`config.mk`:
```
export PLATFORM = sky130hd
export DESIGN_NAME = bip_control
export DESIGN_NICKNAME = d
export VERILOG_FILES = /design/src/rtl/bip_control.sv
export SDC_FILE = /design/constraint.sdc
export NUM_CORES = 1
export LEC_CHECK = 0
export CAP_MARGIN = 20
export CORE_ASPECT_RATIO = 1.4
export CORE_MARGIN = 4
export CORE_UTILIZATION = 56
export DETAILED_ROUTE_END_ITERATION = 8
export DONT_BUFFER_PORTS = 1
export GPL_ROUTABILITY_DRIVEN = 0
export HOLD_SLACK_MARGIN = 0.08
export MAX_ROUTING_LAYER = met4
export PLACE_DENSITY_LB_ADDON = 0.05
export SYNTH_ARGS = -nofsm -noshare
export SYNTH_HDL_FRONTEND = slang
export SYNTH_SLANG_ARGS = --single-unit
```
`constraint.sdc`:
```
create_clock -name clk -period 1.8 [get_ports clk]
set_input_delay 0.27 -clock clk [delete_from_list [all_inputs] [get_ports clk]]
set_output_delay 0.27 -clock clk [all_outputs]
set_load 0.01 [all_outputs]
```
`src/rtl/bip_control.sv`:
```
// bip_control -- control unit of a minimal accumulator CPU.
//
// Fetches from a combinational program memory at pc_addr. It decodes the
// returned instruction in the same cycle and drives the datapath enables and
// selects. A small IDLE/RUN/HALT machine sequences execution. cycle_cnt
// counts the instructions executed since the last start.
//
// Ports:
//   clk        rising-edge clock
//   reset      asynchronous, active-high reset
//   start      run request, sampled in IDLE and HALT
//   instr      instruction word at pc_addr (combinational memory)
//   pc_addr    registered program counter
//   operand    instr[ADDR_W-1:0], data address or immediate
//   wr_ram     data-memory write enable
//   rd_ram     data-memory read enable
//   wr_acc     accumulator write enable
//   sel_a      accumulator source: 00 data memory, 01 immediate, 10 ALU
//   sel_b      ALU operand B: 0 data memory, 1 immediate
//   alu_op     ALU function: 0 add, 1 subtract
//   busy       1 while running
//   halted     1 while halted
//   cycle_cnt  executed-instruction count, saturating
module bip_control #(
    parameter int ADDR_W  = 11,
    parameter int INSTR_W = 16
) (
    input  logic               clk,
    input  logic               reset,
    input  logic               start,
    input  logic [INSTR_W-1:0] instr,
    output logic [ADDR_W-1:0]  pc_addr,
    output logic [ADDR_W-1:0]  operand,
    output logic               wr_ram,
    output logic               rd_ram,
    output logic               wr_acc,
    output logic [1:0]         sel_a,
    output logic               sel_b,
    output logic               alu_op,
    output logic               busy,
    output logic               halted,
    output logic [15:0]        cycle_cnt
);

    typedef enum logic [1:0] {
        IDLE = 2'd0,
        RUN  = 2'd1,
        HALT = 2'd2
    } state_t;

    localparam logic [4:0] OP_HLT  = 5'b00000;
    localparam logic [4:0] OP_STO  = 5'b00001;
    localparam logic [4:0] OP_LD   = 5'b00010;
    localparam logic [4:0] OP_LDI  = 5'b00011;
    localparam logic [4:0] OP_ADD  = 5'b00100;
    localparam logic [4:0] OP_ADDI = 5'b00101;
    localparam logic [4:0] OP_SUB  = 5'b00110;
    localparam logic [4:0] OP_SUBI = 5'b00111;

    state_t             state_reg, state_next;
    logic [ADDR_W-1:0]  pc_reg, pc_next;
    logic [15:0]        cnt_reg, cnt_next;
    logic [15:0]        cnt_inc;
    logic [4:0]         opcode;

    assign opcode    = instr[INSTR_W-1 -: 5];
    assign operand   = instr[ADDR_W-1:0];
    assign pc_addr   = pc_reg;
    assign cycle_cnt = cnt_reg;
    assign busy      = (state_reg == RUN);
    assign halted    = (state_reg == HALT);
    assign cnt_inc   = (cnt_reg == 16'hFFFF) ? cnt_reg : cnt_reg + 16'd1;

    // Reset acts without a clock. The enables below are decoded from
    // state_reg, so they fall as soon as reset rises and the aborted
    // instruction cannot commit on the following edge.
    always_ff @(posedge clk or posedge reset) begin
        if (reset) begin
            state_reg <= IDLE;
            pc_reg    <= '0;
            cnt_reg   <= '0;
        end else begin
            state_reg <= state_next;
            pc_reg    <= pc_next;
            cnt_reg   <= cnt_next;
        end
    end

    // Next state, PC and counter
    always_comb begin
        state_next = state_reg;
        pc_next    = pc_reg;
        cnt_next   = cnt_reg;
        case (state_reg)
            IDLE, HALT: begin
                if (start) begin
                    state_next = RUN;
                    pc_next    = '0;
                    cnt_next   = '0;
                end
            end
            RUN: begin
                // start is deliberately ignored here
                cnt_next = cnt_inc;
                if (opcode == OP_HLT) begin
                    state_next = HALT;
                end else begin
                    pc_next = pc_reg + ADDR_W'(1);  // wraps at 2^ADDR_W
                end
            end
            default: begin
                state_next = IDLE;
                pc_next    = '0;
                cnt_next   = '0;
            end
        endcase
    end

    // Zero-latency decode, active only while running
    always_comb begin
        wr_ram = 1'b0;
        rd_ram = 1'b0;
        wr_acc = 1'b0;
        sel_a  = 2'b00;
        sel_b  = 1'b0;
        alu_op = 1'b0;
        if (state_reg == RUN) begin
            case (opcode)
                OP_STO: wr_ram = 1'b1;
                OP_LD: begin
                    rd_ram = 1'b1;
                    wr_acc = 1'b1;
                end
                OP_LDI: begin
                    wr_acc = 1'b1;
                    sel_a  = 2'b01;
                end
                OP_ADD, OP_SUB: begin
                    rd_ram = 1'b1;
                    wr_acc = 1'b1;
                    sel_a  = 2'b10;
                    alu_op = (opcode == OP_SUB);
                end
                OP_ADDI, OP_SUBI: begin
                    wr_acc = 1'b1;
                    sel_a  = 2'b10;
                    sel_b  = 1'b1;
                    alu_op = (opcode == OP_SUBI);
                end
                default: ;  // HLT and the NOP opcodes leave everything at 0
            endcase
        end
    end

endmodule

```
# --- Word-level counts from Yosys, hierarchy flattened ---
# Cells that the tools add are included.
# W data, S select, Z words.
word_totals:
  reg_bits: 29
  latchBits: 0
  ramBits: 0
  rom_bits: 0
  output_inout_bits: 47
  word_cells: 51
  n_memories: 0
op_classes:
  add_sub_neg: 2
  mul: 0
  n_div: 0
  order_cmp: 0
  eq_ne: 14
  n_shift: 0
  mux: 21
  bitwise: 0
  reduce_logical: 11
ops:
  columns: ["operator", "n"]
  rows:
  - ["$mux W16", 2]
  - ["$pmux W16 S2", 1]
  - ["$mux W11", 2]
  - ["$pmux W11 S2", 1]
  - ["$eq A5 B3 Y1 const B", 4]
  - ["$add A16 B1 Y16 const B", 1]
  - ["$eq A16 B16 Y1 const B", 1]
  - ["$add A11 B1 Y11 const B", 1]
  - ["$eq A5 B2 Y1 const B", 2]
  - ["$mux W1", 9]
  - ["$pmux W2 S2", 2]
  - ["$mux W2", 3]
  - ["$ne A2 B2 Y1 const B", 3]
  - ["$reduce_and A2 Y1", 3]
  - ["$reduce_or A2 Y1", 3]
  - ["$reduce_or A6 Y1", 1]
  - ["$eq A5 B1 Y1 const B", 1]
  - ["$logic_not A5 Y1", 1]
  - ["$reduce_or A4 Y1", 1]
  - ["$reduce_or A3 Y1", 1]
  - ["$eq A2 B1 Y1 const B", 1]
  - ["$eq A2 B2 Y1 const B", 1]
  - ["$logic_not A2 Y1", 1]
  - ["$ne A2 B1 Y1 const B", 1]
  - ["$pmux W1 S2", 1]

# --- Logic depth before layout (Yosys ltp) ---
# Gate-level depths: netlist of the first run.
depth:
  ltp_word: 4
  mapped_depth: 7
  ltp_nobuf: 5

# --- Least setup slack after synthesis of the first run ---
# No wires, ideal clock.
synth_path:
  kind: "register to register"
  startpoint: "register cnt_reg[0] (netlist: cycle_cnt[0])"
  endpoint: "register cnt_reg[3] (netlist: cycle_cnt[3])"
  arrival_time_ns: 1.628
  required_ns: 1.656
  setup_slack_ns: 0.028
  stages_incl_launch_ff: 6
  path_buffers: 0
  period_less_slack_ns: 1.772
  cell_sequence: "dfrtp_1 > ha_1 > and4_1 > and4_1 > a21oi_1 > o221ai_1"
synth_between:
  elab_chain_len: 3
  elab_cells_between_ends: 6
  classes_between: "1 x add/sub; 2 x eq/ne; 2 x mux; 1 x reduce/logical"
synth_lines:
  columns: ["element", "line_no", "rtl"]
  rows:
  - ["start: declaration", "62", "logic [15:0] cnt_reg, cnt_next;"]
  - ["start signal: assignment", "85", "cnt_reg <= cnt_next;"]
  - ["$add A16 B1 Y16 or $eq A16 B16 Y1 (tied branches)", "72", "assign cnt_inc = (cnt_reg == 16'hFFFF) ? cnt_reg : cnt_reg + 16'd1;"]
  - ["$mux W16 or $ne A2 B2 Y1 (tied branches)", null, null]
  - ["$pmux W16 S2 or $reduce_and A2 Y1 (tied branches)", null, null]
# Parallel ways exist; a longest one is shown, timed or not. The select of a mux whose other input is x is not followed.
# A chain may end at the register's enable or synchronous reset.

# --- Final worst setup path of the first run ---
layout_path:
  startpoint: "register state_reg[1]"
  endpoint: "output port sel_b"
layout_between:
  elab_chain_len: 2
layout_lines:
  columns: ["element", "line_no", "rtl"]
  rows:
  - ["start: declaration", "60", "state_t state_reg, state_next;"]
  - ["start signal: assignment", "83", "state_reg <= state_next;"]
  - ["$eq A2 B1 Y1", "127", "if (state_reg == RUN) begin"]
  - ["$mux W1", "127", null]
  - ["end: declaration", "38", "output logic sel_b,"]
# No other way between the ends.

==> qor.log, run 1 <==
qor: grt.first_global_vias 1719
qor: synth.yosys-top-cells-area dfrtp_1 (40%), buf_4 (4.5%), nand2_1 (3.9%), o31ai_1 (2.9%), or4_1 (2.9%)
qor: sta.period_share 95.43%
qor: layout.finalInstanceArea 0.002106 mm^2
qor: flow_run.max_cap_viol_count 0
qor: route.dr_total_vias 1681
qor: worst_setup_path.reg2reg_slack 0.13 ns
qor: sta.rsz_0062_raised_after_global_routing false
qor: synth.yosys_warnings 0
qor: synth.yosysUniqueCellTypes 48
qor: synth.synth_edf_count 0
qor: power.cellLeakagePower 0.9159 nW
qor: cts.insertion_delay 0.29 ns
qor: cts.clkTransAtPathRegs 0.06 ns
qor: power.total_switching_power 1.069 mW
qor: layout.area.growth.synth_to_final 15.75%
qor: worst_setup_path.cp_data_required_time 1.53 ns
qor: power.total_power 2.645 mW
qor: power.pwr-share-seq 35.6%
qor: worst_setup_path.worst-endpoint-arrival 1.45 ns
qor: route.routed_via_density 6.465
qor: layout.flip_flop_count_of_the_largest_register_after_layout 16
qor: synth.yosys_most_used_dff dfrtp_1
qor: route.detailedRoute.firstIterationViolations 75
qor: sta.tightest_slew 0.5125 ns
qor: power.power.share.combinational 41.7%
qor: sta.fin_worst_skew 0.006022 ns
qor: grt.number_of_antenna_violations_at_the_first_check_in_global_routing 0
qor: power.vdd_ir_drop_max 0.8700 mV
qor: floorplan.pin_count 66
qor: floorplan.placementRows 24
qor: worst_setup_path.worst_r2r_path_depth 5
qor: worst_setup_path.rr_startpoint cycle_cnt[0]
qor: grt.globalRouteMet3Util 9.492%
qor: route.drc 0
qor: floorplan.floorplan.core_area 0.003123 mm^2
qor: cts.h_tree_depth_reported_by_cts 2
qor: floorplan.dieArea 0.004237 mm^2
qor: grt.grt-busiest-layer met2
qor: worst_setup_path.cp_max_fo 4
qor: floorplan.die-height 75.44 um
qor: place.detailed_place.area 0.001952 mm^2
qor: grt.grt_use_met1 25.00%
qor: cts.tritoncts built
qor: layout.layout_fillers 268
qor: synth.synth_largest_area_cell dfrtp_1
qor: floorplan.initial_utilization 58.25%
qor: route.number_of_detailed_routing_iterations_run_before_antenna_repair 4
qor: sta.slew_limit_fails 0
qor: grt.grt_util_all_layers 25.06%
qor: synth.syn_area 0.001819 mm^2
qor: route.final_antenna_net_count 0
qor: power.clockPowerShare 22.7%
qor: power.intPower 1.576 mW
qor: worst_setup_path.reg2reg_to cycle_cnt[4]
qor: sta.final_hold_vio_count 0
qor: route.totalWireLength 4821 um
qor: cts.cts.sinks 29
qor: cts.cts_made_buffers 5
qor: synth.synth.net_count 221
qor: worst_setup_path.criticalPathCategory reg2out
qor: synth.post_synth_inst_count 200
qor: place.dp_hpwl 3508 um
qor: grt.grt_overflow_total 0
qor: power.p_sw_share 40.41%
qor: sta.max_freq 0.5821 GHz
qor: hold_path.holdCritPathClass in2reg
qor: worst_setup_path.crit_path_end sel_b
qor: floorplan.floorplan.die.width 56.17 um
qor: grt.pin_count_of_the_biggest_net_entering_global_routing 30
qor: sta.slew-limit-headroom 65.75%
qor: sta.setup_tns 0 ns
qor: synth.synth_area_per_cell 9.096 um^2
qor: route.wl_per_cell 18.54 um
qor: synth.postSynth.asyncResetShare 100.0%
qor: layout.drive_above_1_share 24.43%
qor: synth.synth-seq-area-share 39.89%
qor: synth.number_of_synthesized_register_bits 29
qor: grt.grt_first_pass_wirelength 7990 um
qor: cts.root_buffer clkbuf_8
qor: power.power.density 1256 mW/mm^2
qor: sta.final.min_clock_period 1.718 ns
qor: worst_setup_path.setup.worst_path.end_class output pin
qor: worst_setup_path.worstSetupStartpointType flop
qor: sta.setup_viol 0
qor: status.run_status completed
qor: grt.gr-usage-met2 43.04%
qor: layout.antennaDiodeCount 0
qor: synth.synth_top_cell_area_share 39.89%
qor: worst_setup_path.worstSetupStartpoint state_reg[1]
qor: cts.cts.path.max_buffers 2
qor: layout.num-nets-final 241
qor: place.io_buf_count 0
==> logic make-up after synthesis <==
family,count (synthesis),synth area share (%)
AND/OR/NAND/NOR,86,27.37
buffers and inverters,30,9.422
adder cells (fa/ha/maj),2,1.375
flip-flops,29,39.89
AO/OA/AOI/OAI,51,20.84
multiplexers,2,1.100
==> per-layer routing <==
layer / routed length [um] / up-vias
li1: - / 793
met1: 1748 / 807
met2: 2627 / 68
met3: 341 / 13
met4: 103 / 0
met5: 0 / -
==> layout make-up <==
type / count / area [um^2] / area share (%)
clock buffers: 7 / 96.34 / 4.575
clock inverters: 1 / 5.005 / 0.2377
inverters: 12 / 45.04 / 2.139
multi-input cells: 141 / 948.4 / 45.04
flip-flops and latches: 29 / 726.9 / 34.52
well taps: 39 / 48.80 / 2.317
repair buffers: 31 / 235.2 / 11.17
==> placed cells by master, fill, tap and decap left out, drive strengths merged, types with 3 or more instances in the layout <==
master / instances
a21oi: 10
a221o: 4
a22o: 3
a31oi: 5
and2: 3
and3: 3
and4: 6
buf: 30
clkbuf: 7
dfrtp: 29
inv: 12
nand2: 19
nand3: 10
nand4: 7
nor2: 8
nor2b: 3
nor3: 5
o21ai: 8
o31ai: 7
or3: 5
or4: 10
==> repair_timing <==
action,CTS,global route
buffers inserted,2,0
pin swaps,1,1
gates resized for setup,5,3
endpoints found under the hold margin,29,0
hold buffers,1,0
setup endpoints to repair,6,13
==> power by group through the flow <==
| stage | registers, mW | clock network (mW) | logic [mW] |
|---|---|---|---|
| 6_report | 0.942 | 0.599 | 1.10 |
| 5_1_grt | 0.967 | 0.654 | 1.21 |
| 4_1_cts | 0.940 | 0.620 | 1.10 |
| 3_5_place_dp | 0.946 | 0 | 1.06 |
| 3_3_place_gp | 0.940 | 0 | 1.02 |
| 2_1_floorplan | 1.01 | 0 | 0.644 |
==> worst min path at each step <==
stage               endpoint  startpoint  depth (start not counted)  slack (ns)
2_1_floorplan   cycle_cnt[0]       reset                          1        0.35
3_3_place_gp   cycle_cnt[15]       reset                          2        0.25
3_5_place_dp      pc_addr[6]       reset                          2        0.26
4_1_cts         state_reg[0]       start                          2        0.13
5_1_grt         state_reg[0]       start                          2        0.14
6_report        state_reg[0]       start                          2        0.13
==> per-stage QoR <==
| step | utilization [%] | hold WS, ns | instances | worst slack [ns] |
|---|---|---|---|---|
| 3_5_place_dp | 62.50 | 0.2586 | 249 | 0.01513 |
| 5_1_grt | 67.43 | 0.1405 | 260 | 0.003088 |
| 4_1_cts | 67.31 | 0.1337 | 260 | 0.03382 |
| 6_report | 67.43 | 0.1327 | 260 | 0.08218 |
| 3_3_place_gp | 62.50 | 0.2512 | 249 | 0.06027 |
| 2_1_floorplan | - | 0.3481 | 200 | 0.02831 |
==> critical path, cell delays in order, from the launching register on <==
cell	delay, ns
dfrtp_1	0.37
nand2b_4	0.17
nor3_4	0.14
buf_4	0.16
buf_4	0.10
and3_2	0.22
==> synthesized netlist by cell type (3+ instances only) <==
master and instances:
and4_1 6, nand2_1 19, dfrtp_1 29, or3_1 3, o31ai_1 7, or4_1 7, a21oi_1 10, inv_1 12
a31oi_1 5, nor2b_1 3, nor2_1 8, nor3_1 5, nand4_1 7, o21ai_0 7, nand3_1 10, a22o_1 3
a221o_1 4, buf_4 11
Note: power is estimated with default switching activity, not from simulation.
==> inputs of run 2 (changes only) <==
--- a/config.mk
+++ b/config.mk
@@ -15,6 +15,7 @@
 export HOLD_SLACK_MARGIN = 0.08
 export MAX_ROUTING_LAYER = met4
 export PLACE_DENSITY_LB_ADDON = 0.05
+export RECOVER_POWER = 25
 export SYNTH_ARGS = -nofsm -noshare
 export SYNTH_HDL_FRONTEND = slang
 export SYNTH_SLANG_ARGS = --single-unit
==> qor.log, run 2 (synthesis results as in run 1) <==
qor: status.run_status completed
qor: sta.fin_worst_skew 0.005983 ns [-0.00003836 ns]
qor: layout.flip_flop_count_of_the_largest_register_after_layout 16 [unchanged]
qor: power.total_power 2.644 mW [about the same]
qor: grt.pin_count_of_the_biggest_net_entering_global_routing 30 [unchanged]
qor: worst_setup_path.reg2reg_slack 0.13 ns [about the same]
qor: worst_setup_path.rr_startpoint cycle_cnt[0]
qor: floorplan.floorplan.core_area 0.003123 mm^2 [unchanged]
qor: grt.first_global_vias 1719 [unchanged]
qor: grt.number_of_antenna_violations_at_the_first_check_in_global_routing 0 [unchanged]
qor: cts.h_tree_depth_reported_by_cts 2 [unchanged]
qor: cts.root_buffer clkbuf_8
qor: layout.final_cell_mix buf_4 (29), dfrtp_1 (28), nand2_1 (19)
qor: route.detailedRoute.firstIterationViolations 75 [unchanged]
qor: hold_path.hold_path_depth 2 [unchanged]
qor: sta.slew_limit_fails 0 [unchanged]
qor: power.vdd_ir_drop_max 0.8701 mV [about the same]
qor: floorplan.pin_count 66 [unchanged]
qor: grt.grt_overflow_total 0 [unchanged]
qor: route.number_of_detailed_routing_iterations_run_before_antenna_repair 4 [unchanged]
qor: flow_run.max_cap_viol_count 0 [unchanged]
qor: cts.cts.sinks 29 [unchanged]
qor: route.routed_via_density 6.465 [unchanged]
qor: floorplan.initial_utilization 58.25% [unchanged]
qor: route.dr_total_vias 1681 [unchanged]
qor: grt.grt_first_pass_wirelength 7990 um [unchanged]
qor: floorplan.die-height 75.44 um [unchanged]
qor: hold_path.holdCritPathClass in2reg
qor: hold_path.whs_endpoint state_reg[0]
qor: hold_path.min-delay-start start
qor: cts.clkTransAtPathRegs 0.06 ns [about the same]
qor: power.power.density 1257 mW/mm^2 [about the same]
qor: worst_setup_path.worstSetupStartpointType flop
qor: floorplan.floorplan.die.width 56.17 um [unchanged]
qor: layout.num-nets-final 241 [unchanged]
qor: place.io_buf_count 0 [unchanged]
qor: cts.insertion_delay 0.29 ns [about the same]
qor: worst_setup_path.reg2reg_to cycle_cnt[4]
qor: route.drc 0 [unchanged]
qor: layout.layout_fillers 268 [unchanged]
qor: place.dp_hpwl 3508 um [unchanged]
qor: cts.cts.path.max_buffers 2 [unchanged]
qor: route.final_antenna_net_count 0 [unchanged]
qor: cts.cts_made_buffers 5 [unchanged]
qor: layout.multi_input_area 948.4 um^2 [unchanged]
qor: sta.rsz_0062_raised_after_global_routing false
qor: layout.finalInstanceArea 0.002103 mm^2 [-0.12%]
qor: layout.antennaDiodeCount 0 [unchanged]
qor: route.totalWireLength 4821 um [unchanged]
qor: power.cellLeakagePower 0.9152 nW [about the same]
qor: sta.setup_viol 0 [unchanged]
qor: sta.final.min_clock_period 1.718 ns [+0.00003940 ns]
qor: route.wl_per_cell 18.54 um [unchanged]
qor: layout.drive_above_1_share 24.43% [unchanged]
qor: layout.mostFrequentLayoutCell buf_4
qor: sta.holdWs 0.1327 ns [-0.00003900 ns]
qor: sta.max_freq 0.5821 GHz [about the same]
qor: cts.tritoncts built
qor: floorplan.dieArea 0.004237 mm^2 [unchanged]
qor: sta.slew-limit-headroom 50.59% [-15 points]
qor: sta.period_share 95.44% [about the same]
qor: place.detailed_place.area 0.001952 mm^2 [unchanged]
qor: worst_setup_path.cp_max_fo 4 [unchanged]
qor: worst_setup_path.criticalPathCategory reg2out
qor: worst_setup_path.cp_data_required_time 1.53 ns [about the same]
qor: worst_setup_path.worst_r2r_path_depth 5 [unchanged]
qor: grt.grt_util_all_layers 25.06% [unchanged]
qor: layout.area.growth.synth_to_final 15.61%
qor: floorplan.placementRows 24 [unchanged]
qor: sta.final_hold_vio_count 0 [unchanged]
qor: worst_setup_path.worst-endpoint-arrival 1.45 ns [about the same]
qor: sta.setup_tns 0 ns [unchanged]
qor: worst_setup_path.setup.worst_path.end_class output pin
qor: sta.tightest_slew 0.7411 ns [+0.2286 ns]
qor: layout.sequential_standard_cell_area 726.9 um^2 [unchanged]
==> run 2: cell type report <==
cell class | instances | share of cell area (%)
Multi-Input combinational cell | 141 | 45.09
Clock buffer | 7 | 4.581
Tap cell | 39 | 2.320
Sequential cell | 29 | 34.56
Inverter | 12 | 2.142
Timing Repair Buffer | 31 | 11.06
Clock inverter | 1 | 0.2380
==> run 2: critical path: stages (launching register included) <==
cell      delay, ns
dfrtp_1        0.37
nand2b_4       0.17
nor3_4         0.14
buf_4          0.16
buf_4          0.10
and3_2         0.22
==> run 2: worst max path at each step <==
stage,startpoint,endpoint,slack [ns],depth (start not counted)
finish,state_reg[1],sel_b,0.08,5
global route,state_reg[1],sel_a[0],0.003,5
CTS,cycle_cnt[2],cycle_cnt[2],0.03,4
detailed placement,instr[14],pc_addr[5],0.02,4
global placement,instr[14],pc_addr[5],0.06,4
floorplan,cycle_cnt[0],cycle_cnt[3],0.03,5
==> run 2: per-stage QoR <==
| stage | worst slack (ns) | cells | util [%] |
|---|---|---|---|
| final | 0.08214 | 260 | 67.35 |
| after global routing | 0.003088 | 260 | 67.35 |
| after CTS | 0.03382 | 260 | 67.31 |
| after detailed placement | 0.01513 | 249 | 62.50 |
| after global placement | 0.06027 | 249 | 62.50 |
| after floorplan | 0.02831 | 200 | - |
==> run 2: routing by layer <==
layer	part of all wire (%)	GRT usage (%)
met1	36	25.00
met2	54	43.04
met3	7.1	9.492
met4	2.1	12.93
met5	0	-
==> run 2: repair_timing <==
item                                    in CTS  in global routing
buffers inserted                             2                  0
pin swaps                                    1                  1
hold buffers                                 1                  0
hold endpoints to repair                    29                  0
resized for setup                            5                  3
endpoints found under the setup margin       6                 13
==> run 2: power breakdown <==
group	total (mW)	switching, mW	internal (mW)	leakage, nW
Clock	0.599	0.254	0.345	0.0542
Combinational	1.10	0.658	0.444	0.473
Sequential	0.942	0.156	0.786	0.388
==> inputs of run 3 (changes only) <==
--- a/config.mk
+++ b/config.mk
@@ -6,7 +6,7 @@
 export NUM_CORES = 1
 export LEC_CHECK = 0
 export CAP_MARGIN = 20
-export CORE_ASPECT_RATIO = 1.4
+export CORE_ASPECT_RATIO = 1.5
 export CORE_MARGIN = 4
 export CORE_UTILIZATION = 56
 export DETAILED_ROUTE_END_ITERATION = 8
@@ -16,6 +16,7 @@
 export MAX_ROUTING_LAYER = met4
 export PLACE_DENSITY_LB_ADDON = 0.05
 export RECOVER_POWER = 25
+export SETUP_SLACK_MARGIN = 0.3
 export SYNTH_ARGS = -nofsm -noshare
 export SYNTH_HDL_FRONTEND = slang
 export SYNTH_SLANG_ARGS = --single-unit
==> qor.log, run 3 (synthesis results as in run 1) <==
qor: floorplan.initial_utilization 58.16% [-0.093 points]
qor: power.vdd_ir_drop_max 0.9209 mV [+5.8%]
qor: floorplan.die-height 77.81 um [+3.1%]
qor: sta.slew-limit-headroom 65.07% [+14 points]
qor: sta.tightest_slew 0.5240 ns [-0.2171 ns]
qor: sta.slew_limit_fails 0 [unchanged]
qor: sta.setup_tns 0 ns [unchanged]
qor: route.final_antenna_net_count 0 [unchanged]
qor: floorplan.placementRows 25 [+4.2%]
qor: layout.finalInstanceArea 0.002516 mm^2 [+20%]
qor: cts.tritoncts built
qor: route.number_of_detailed_routing_iterations_run_before_antenna_repair 4 [unchanged]
qor: worst_setup_path.setup.worst_path.end_class flop
qor: worst_setup_path.cp_max_fo 6 [+2]
qor: route.wl_per_cell 22.76 um [+23%]
qor: place.dp_hpwl 3511 um [about the same]
qor: floorplan.dieArea 0.004243 mm^2 [+0.13%]
qor: floorplan.floorplan.die.width 54.54 um [-2.9%]
qor: worst_setup_path.cp_data_required_time 2.01 ns [+0.48 ns]
qor: worst_setup_path.worst-endpoint-arrival 1.91 ns [+0.46 ns]
qor: route.dr_total_vias 1858 [+11%]
qor: worst_setup_path.worstSetupStartpointType flop
qor: worst_setup_path.criticalPathCategory reg2reg
qor: sta.fin_worst_skew 0.007872 ns [+0.001889 ns]
qor: grt.grt_first_pass_wirelength 8797 um [+10%]
qor: place.detailed_place.area 0.001993 mm^2 [+2.1%]
qor: sta.final.min_clock_period 1.708 ns [-0.01026 ns]
qor: sta.period_share 94.87% [-0.57 points]
qor: power.cellLeakagePower 1.024 nW [+12%]
qor: place.io_buf_count 0 [unchanged]
qor: cts.root_buffer clkbuf_8
qor: layout.num-nets-final 251 [+4.1%]
qor: sta.max_freq 0.5856 GHz [+0.60%]
qor: hold_path.holdCritPathClass in2reg
qor: place.dp_cells 247 [-0.80%]
qor: floorplan.pin_count 66 [unchanged]
qor: flow_run.max_cap_viol_count 0 [unchanged]
qor: layout.final_cell_count_no_fill 271 [+4.2%]
qor: cts.insertion_delay 0.28 ns [about the same]
qor: status.run_status completed
qor: layout.final_cell_mix buf_4 (26), dfrtp_1 (20), nand2_1 (15)
qor: route.drc 0 [unchanged]
qor: layout.area.growth.synth_to_final 38.31%
qor: route.routed_via_density 6.856 [+6.0%]
qor: route.detailedRoute.firstIterationViolations 74 [-1.3%]
qor: cts.cts.path.max_buffers 2 [unchanged]
qor: grt.number_of_antenna_violations_at_the_first_check_in_global_routing 0 [unchanged]
qor: grt.grt_overflow_total 0 [unchanged]
qor: cts.cts_made_buffers 5 [unchanged]
qor: layout.mostFrequentLayoutCell buf_4
qor: grt.pin_count_of_the_biggest_net_entering_global_routing 20 [-33%]
qor: grt.grt_util_all_layers 28.67% [+3.6 points]
qor: sta.rsz_0062_raised_after_global_routing true
qor: cts.h_tree_depth_reported_by_cts 2 [unchanged]
qor: route.totalWireLength 6168 um [+28%]
qor: grt.first_global_vias 1825 [+6.2%]
qor: layout.flip_flop_count_of_the_largest_register_after_layout 16 [unchanged]
qor: sta.final_hold_vio_count 0 [unchanged]
qor: cts.clkTransAtPathRegs 0.07 ns [about the same]
qor: power.power.density 1270 mW/mm^2 [+1.1%]
qor: sta.setup_viol 0 [unchanged]
qor: layout.drive_above_1_share 48.92% [+24 points]
qor: floorplan.floorplan.core_area 0.003128 mm^2 [+0.16%]
qor: layout.antennaDiodeCount 0 [unchanged]
qor: cts.cts.sinks 29 [unchanged]
## run 3: cell types whose count changed in the layout (fill, tap and decap cells not counted), moves of 5 or more
cell / change
a21oi_2: +7
a21oi_1: -8
buf_6: +10
dfrtp_2: +8
dfrtp_1: -8
or4_4: +5
## run 3: critical path, cell delays in order, from the launching register on
cell,delay (ns)
dfrtp_2,0.45
nand2b_4,0.12
buf_6,0.11
o311ai_4,0.13
buf_12,0.17
or4_4,0.48
a21oi_2,0.17
## run 3: path summary, 6_finish.rpt
path	start	end	slack (ns)	cells past startpoint
max	state_reg[0]	pc_addr[8]	0.09	6
min	start	state_reg[0]	0.15	2
max reg2reg	state_reg[0]	pc_addr[8]	0.09	6
min reg2reg	cycle_cnt[6]	cycle_cnt[6]	0.60	1
max in group asynchronous	reset	cycle_cnt[1]	0.46	3
min in group asynchronous	reset	pc_addr[8]	0.44	2
## run 3: metal layers
metal / share of wire [%] / track usage (%) / vias up
met1: 35 / 29.83 / 933
met5: 0 / - / -
li1: - / - / 809
met3: 6.6 / 10.36 / 15
met4: 2.5 / 11.97 / 0
met2: 56 / 47.00 / 101
## run 3: per-stage QoR
stage	utilization [%]	total power, mW	setup slack [ns]	hold WS [ns]
after floorplan	-	1.703	0.1779	0.3480
after global placement	63.72	1.988	0.1670	0.1966
after detailed placement	63.72	2.031	0.09874	0.1959
after CTS	75.08	2.922	0.1064	0.1497
after global routing	80.44	3.357	0.04618	0.1465
final	80.44	3.196	0.09240	0.1476
## run 3: repair_timing
item                       CTS  global route
pin swaps                   23            19
hold endpoints to repair    10             0
gates resized for setup     39            36
gates cloned                 1             0
buffers inserted            12             2
setup endpoints to repair   33            33
hold buffers                 1             0
## run 3: power by group
part	internal [mW]	switching [mW]	total [mW]
combinational	0.755	0.809	1.56
clock	0.275	0.255	0.530
sequential	0.802	0.300	1.10
## run 3: final cells by class
cell class | count | area, um^2
multi-input cells | 141 | 1210
repair buffers | 41 | 390.4
clock buffers | 8 | 80.08
well taps | 40 | 50.05
flip-flops and latches | 29 | 737.0
inverters | 12 | 48.80
fillers | 186 | 611.8
